`src/rtl/piso_tx_sched.sv`:
```
// +--------------------------------------------------------------------+
// | piso_tx_sched: 4-channel round-robin scheduler feeding an 8-bit     |
// | MSB-first serializer; optional even parity via PISO_TX_PARITY_EN.   |
// | Revision: 1.0                                                       |
// +--------------------------------------------------------------------+
`default_nettype none

module piso_tx_sched #(
  parameter int GAP = 1
) (
  input  logic        clk,
  input  logic        rst,
  input  logic [3:0]  req,
  input  logic [31:0] pi,
  output logic [3:0]  gnt,
  output logic        so,
  output logic        frame,
  output logic        busy,
  output logic [1:0]  ch
);

`ifdef PISO_TX_PARITY_EN
  typedef enum logic [1:0] {
    S_IDLE   = 2'd0,
    S_SHIFT  = 2'd1,
    S_PARITY = 2'd2,
    S_GAP    = 2'd3
  } state_t;
`else
  typedef enum logic [1:0] {
    S_IDLE  = 2'd0,
    S_SHIFT = 2'd1,
    S_GAP   = 2'd3
  } state_t;
`endif

  localparam logic [3:0] c_gap_last = 4'(GAP - 1);

  state_t      r_state, w_state;
  logic [7:0]  r_shift, w_shift;
  logic [3:0]  r_cnt, w_cnt;
  logic [1:0]  r_last, w_last;
  logic [3:0]  w_gnt;
  logic        w_so, w_frame, w_busy;
  logic [1:0]  w_ch;
  logic [1:0]  w_win;
  logic        w_found;
  logic [7:0]  w_byte;
`ifdef PISO_TX_PARITY_EN
  logic        r_par, w_par;
`endif

  // Round-robin search starting just after the last granted channel.
  always_comb begin
    w_found = 1'b0;
    w_win   = r_last;
    for (int k = 1; k <= 4; k++) begin
      if (!w_found && req[r_last + 2'(k)]) begin
        w_found = 1'b1;
        w_win   = r_last + 2'(k);
      end
    end
    w_byte = pi[{w_win, 3'b000} +: 8];
  end

  always_comb begin
    w_state = r_state;
    w_shift = r_shift;
    w_cnt   = r_cnt;
    w_last  = r_last;
    w_gnt   = 4'b0000;
    w_so    = 1'b0;
    w_frame = 1'b0;
    w_ch    = ch;
`ifdef PISO_TX_PARITY_EN
    w_par   = r_par;
`endif
    case (r_state)
      S_IDLE: begin
        if (w_found) begin
          w_state = S_SHIFT;
          w_shift = w_byte;
          w_so    = w_byte[7];
          w_frame = 1'b1;
          w_gnt   = 4'b0001 << w_win;
          w_ch    = w_win;
          w_last  = w_win;
          w_cnt   = 4'd0;
`ifdef PISO_TX_PARITY_EN
          w_par   = ^w_byte;
`endif
        end
      end
      S_SHIFT: begin
        w_cnt = r_cnt + 4'd1;
        if (r_cnt == 4'd7) begin
          w_cnt = 4'd0;
`ifdef PISO_TX_PARITY_EN
          w_state = S_PARITY;
          w_so    = r_par;
          w_frame = 1'b1;
`else
          w_state = (GAP > 0) ? S_GAP : S_IDLE;
`endif
        end else begin
          w_so    = r_shift[6];
          w_frame = 1'b1;
          w_shift = {r_shift[6:0], 1'b0};
        end
      end
`ifdef PISO_TX_PARITY_EN
      S_PARITY: begin
        w_cnt   = 4'd0;
        w_state = (GAP > 0) ? S_GAP : S_IDLE;
      end
`endif
      S_GAP: begin
        w_cnt = r_cnt + 4'd1;
        if (r_cnt == c_gap_last) begin
          w_state = S_IDLE;
          w_cnt   = 4'd0;
        end
      end
      default: w_state = S_IDLE;
    endcase
    w_busy = (w_state != S_IDLE);
  end

  always_ff @(posedge clk or posedge rst) begin
    if (rst) begin
      r_state <= S_IDLE;
      r_shift <= 8'd0;
      r_cnt   <= 4'd0;
      r_last  <= 2'd3;
      gnt     <= 4'b0000;
      so      <= 1'b0;
      frame   <= 1'b0;
      busy    <= 1'b0;
      ch      <= 2'd0;
`ifdef PISO_TX_PARITY_EN
      r_par   <= 1'b0;
`endif
    end else begin
      r_state <= w_state;
      r_shift <= w_shift;
      r_cnt   <= w_cnt;
      r_last  <= w_last;
      gnt     <= w_gnt;
      so      <= w_so;
      frame   <= w_frame;
      busy    <= w_busy;
      ch      <= w_ch;
`ifdef PISO_TX_PARITY_EN
      r_par   <= w_par;
`endif
    end
  end

endmodule

`default_nettype wire

```
`config.mk`:
```
export PLATFORM = sky130hd
export DESIGN_NAME = piso_tx_sched
export DESIGN_NICKNAME = d
export VERILOG_FILES = /design/src/rtl/piso_tx_sched.sv
export SDC_FILE = /design/constraint.sdc
export NUM_CORES = 1
export LEC_CHECK = 0
export ABC_AREA = 1
export BUFFER_PORTS_ARGS = -buffer_cell sky130_fd_sc_hd__buf_2
export CAP_MARGIN = 10
export CORE_ASPECT_RATIO = 1.75
export CORE_MARGIN = 2
export CORE_UTILIZATION = 52
export CTS_BUF_LIST = sky130_fd_sc_hd__clkbuf_8 sky130_fd_sc_hd__clkbuf_16
export DETAILED_ROUTE_END_ITERATION = 8
export PLACE_DENSITY = 0.86
export SLEW_MARGIN = 10
export SYNTH_ARGS = -nofsm -noshare
export SYNTH_HDL_FRONTEND = slang
export SYNTH_SLANG_ARGS = --single-unit
```
`constraint.sdc`:
```
create_clock -name clk -period 1.98 [get_ports clk]
set_clock_uncertainty 0.05 [all_clocks]
set_input_delay 0.396 -clock clk [delete_from_list [all_inputs] [get_ports clk]]
set_output_delay 0.396 -clock clk [all_outputs]
set_load 0.05 [all_outputs]
```
==> results.json <==
{
  "grtUsageTotal_pct": 24.2,
  "drive_gt1_share_pct": 49.3,
  "synthDistinctLibCells": 26,
  "drtIter0Drc": 33,
  "slew_violations": 0,
  "multi_input_area_um2": 1180,
  "core_area_um2": 3140,
  "yosysWarnings": 0,
  "grt-ovfl-total": 0,
  "cts-root-buf": "clkbuf_8",
  "ir_worst_vdd_v": 0.00130,
  "syn-instance-count": 235,
  "n_antenna_cell": 0,
  "first_pass_iters": 4,
  "power_density_nw_per_um2": 2160,
  "clkLatencyLatePin_ns": 0.27,
  "violations": "negative setup slack",
  "crit_chain": "inv_4 > nand2_2 > nand2_2 > nor2_1 > nand3_1 > nand2_2 > nand2_4 > nor2_4 > nor2_4 > buf_6 > nand2_1 > nand3_1 > nand2_1 > nand2_1",
  "cts_buffers": 3,
  "dp_slack_ns": -0.0809,
  "final_antenna_net_count": 0,
  "fp.dieH_um": 79.6,
  "wl_per_cell_um": 14.6,
  "rsz0062_at_grt": "true",
  "clkSinkCount": 24,
  "antenna_found_initial": 0,
  "crit_type": "flop to flop",
  "vias": 1858,
  "drc": 0,
  "power_mw": 5.26,
  "viasPerCell": 5.39,
  "postCtsHoldBufs": 0,
  "path_max_fanout": 8,
  "start_util_pct": 54.1,
  "finalSetupViolCount": 8,
  "h-tree-depth": 1,
  "grt_pass1_wl_um": 6660,
  "nets": 343,
  "cts_tree": "yes",
  "ys_seq_area_share_pct": 35.5,
  "clockBufferDepth": 2,
  "layout_min_cycle_time_ns": 2.05,
  "grt_max_degree": 16,
  "endpoint_kind": "flop",
  "final_cells": 345,
  "cellLeakagePower_nw": 1.30,
  "hold_path.class": "input pin to asynchronous set/reset pin",
  "dp_cells": 331,
  "avgSynthCellArea_um2": 7.24,
  "clk_pin_slew_ns": 0.08,
  "worstRegToRegCells": 14,
  "cp-start-kind": "flop",
  "wl_um": 5050,
  "worst_slew_pin_slew_ns": 0.503,
  "fill_cells": 216,
  "portBuffers": 46,
  "fmax_ghz": 0.488,
  "synthesis.nets": 275,
  "area_growth_pct": 43.0,
  "grt_pass1_vias": 1667,
  "die-area_um2": 3760,
  "die_w_um": 47.2,
  "period_share_pct": 104,
  "dp_hpwl_um": 3220,
  "status": "finished with violations",
  "hold_slack_ns": 0.0868,
  "required_ns": 2.10,
  "layout_commonest_cell": "nand2_1",
  "hold_violations": 0,
  "ys_ff_latch": 24,
  "finalWeightedCongestion": 0.841,
  "crit_path_top_delay_cell": "dfstp_2",
  "setup_ws_ns": -0.0696,
  "slew_headroom_pct": 66.5,
  "io_pins": 47,
  "synth_area_um2": 1700,
  "cp_slowest_stage_delay_ns": 0.61,
  "drv_cap": 0,
  "seqCellArea_um2": 603,
  "final_cell_mix": "nand2_1 (52), buf_2 (46), nand2_2 (24)",
  "arrival_ns": 2.17,
  "rows": 27
}
flip-flops by register name, indices dropped and copies added (netlist names):
name     cells
ch           2
busy         1
r_state      2
frame        1
so           1
r_cnt        4
r_last       2
r_shift      7
gnt          4
critical path: cells and delay by family, from the launching register on:
kind	cells	cell delay [ns]
DFF	1	0.61
and+or+nand+nor	12	1.07
buffers and inverters	2	0.21
path summary, 6_finish.rpt:
kind                                        from                     end  slack (ns)
max                        r_last[0]$_DFFE_PP1P_  r_shift[1]$_DFFE_PP0P_       -0.07
min reg2reg                    ch[0]$_DFFE_PP0P_       ch[0]$_DFFE_PP0P_        0.44
min                                          rst          busy$_DFF_PP0_        0.09
min in group clk                          pi[15]            so$_DFF_PP0_        0.43
max reg2reg                r_last[0]$_DFFE_PP1P_  r_shift[1]$_DFFE_PP0P_       -0.07
max in group asynchronous                    rst  r_shift[2]$_DFFE_PP0P_        1.24
area by class of cell:
| class | count | share of cell area (%) |
|---|---|---|
| clock buffer | 4 | 2.26 |
| tap | 43 | 2.21 |
| inverter | 27 | 4.58 |
| sequential | 24 | 24.8 |
| timing repair buffer | 67 | 17.4 |
| multi-input combinational | 180 | 48.7 |
where the power goes:
part	switching (mW)	internal, mW	total, mW	leakage, nW
Clock	0.151	0.178	0.329	0.0288
Sequential	0.157	0.699	0.856	0.292
Combinational	2.48	1.59	4.07	0.976
Total	2.79	2.47	5.26	1.30
timing repair:
item,in CTS,in global routing
pin swaps,0,10
gates resized for setup,1,60
setup endpoints to repair,9,12
cloned,0,1
buffers inserted,2,7
kinds of logic after synthesis:
| logic type | after synthesis | synth area share, % |
|---|---|---|
| and+or+nand+nor | 157 | 46.0 |
| buffers and inverters | 32 | 9.27 |
| DFF | 24 | 35.5 |
| AOI/OAI and AO/OA | 19 | 7.28 |
| adders and majority gates | 2 | 1.47 |
| xor gates and xnor gates | 1 | 0.515 |
synth_stat cells:
master | n | area, µm²
a21oi_1 | 4 | 20.0
a21oi_2 | 3 | 26.3
a22oi_1 | 3 | 22.5
buf_2 | 1 | 5.00
buf_6 | 3 | 33.8
buf_8 | 1 | 15.0
dfrtp_1 | 22 | 551
dfstp_2 | 2 | 52.6
ha_1 | 2 | 25.0
inv_1 | 21 | 78.8
inv_2 | 5 | 18.8
inv_4 | 1 | 6.26
nand2_1 | 75 | 282
nand2_2 | 14 | 87.6
nand2_4 | 6 | 67.6
nand3_1 | 31 | 155
nand3_2 | 8 | 80.1
nor2_1 | 19 | 71.3
nor2_2 | 3 | 18.8
nor2_8 | 1 | 20.0
o2111ai_1 | 1 | 8.76
o21ai_0 | 4 | 20.0
o21ai_1 | 1 | 5.00
o22ai_1 | 2 | 12.5
o2bb2ai_1 | 1 | 8.76
xor2_1 | 1 | 8.76
layer usage:
| layer | vias to the layer above | global-route usage, % | share of wire, % |
|---|---|---|---|
| li1 | 881 | - | - |
| met1 | 894 | 24.6 | 34 |
| met2 | 67 | 45.3 | 58 |
| met3 | 16 | 3.85 | 3.9 |
| met4 | 0 | 8.89 | 3.7 |
| met5 | - | 0 | 0 |
metrics by stage:
stage	area, µm²	setup TNS (ns)	utilization (%)
after floorplan	1700	0	-
after global placement	2030	-0.0325	64.7
after detailed placement	2030	-0.251	64.7
after CTS	2110	-0.0491	67.1
after global routing	2430	-0.863	77.4
final	2430	-0.325	77.4
Power figures use the tool's default switching activity.
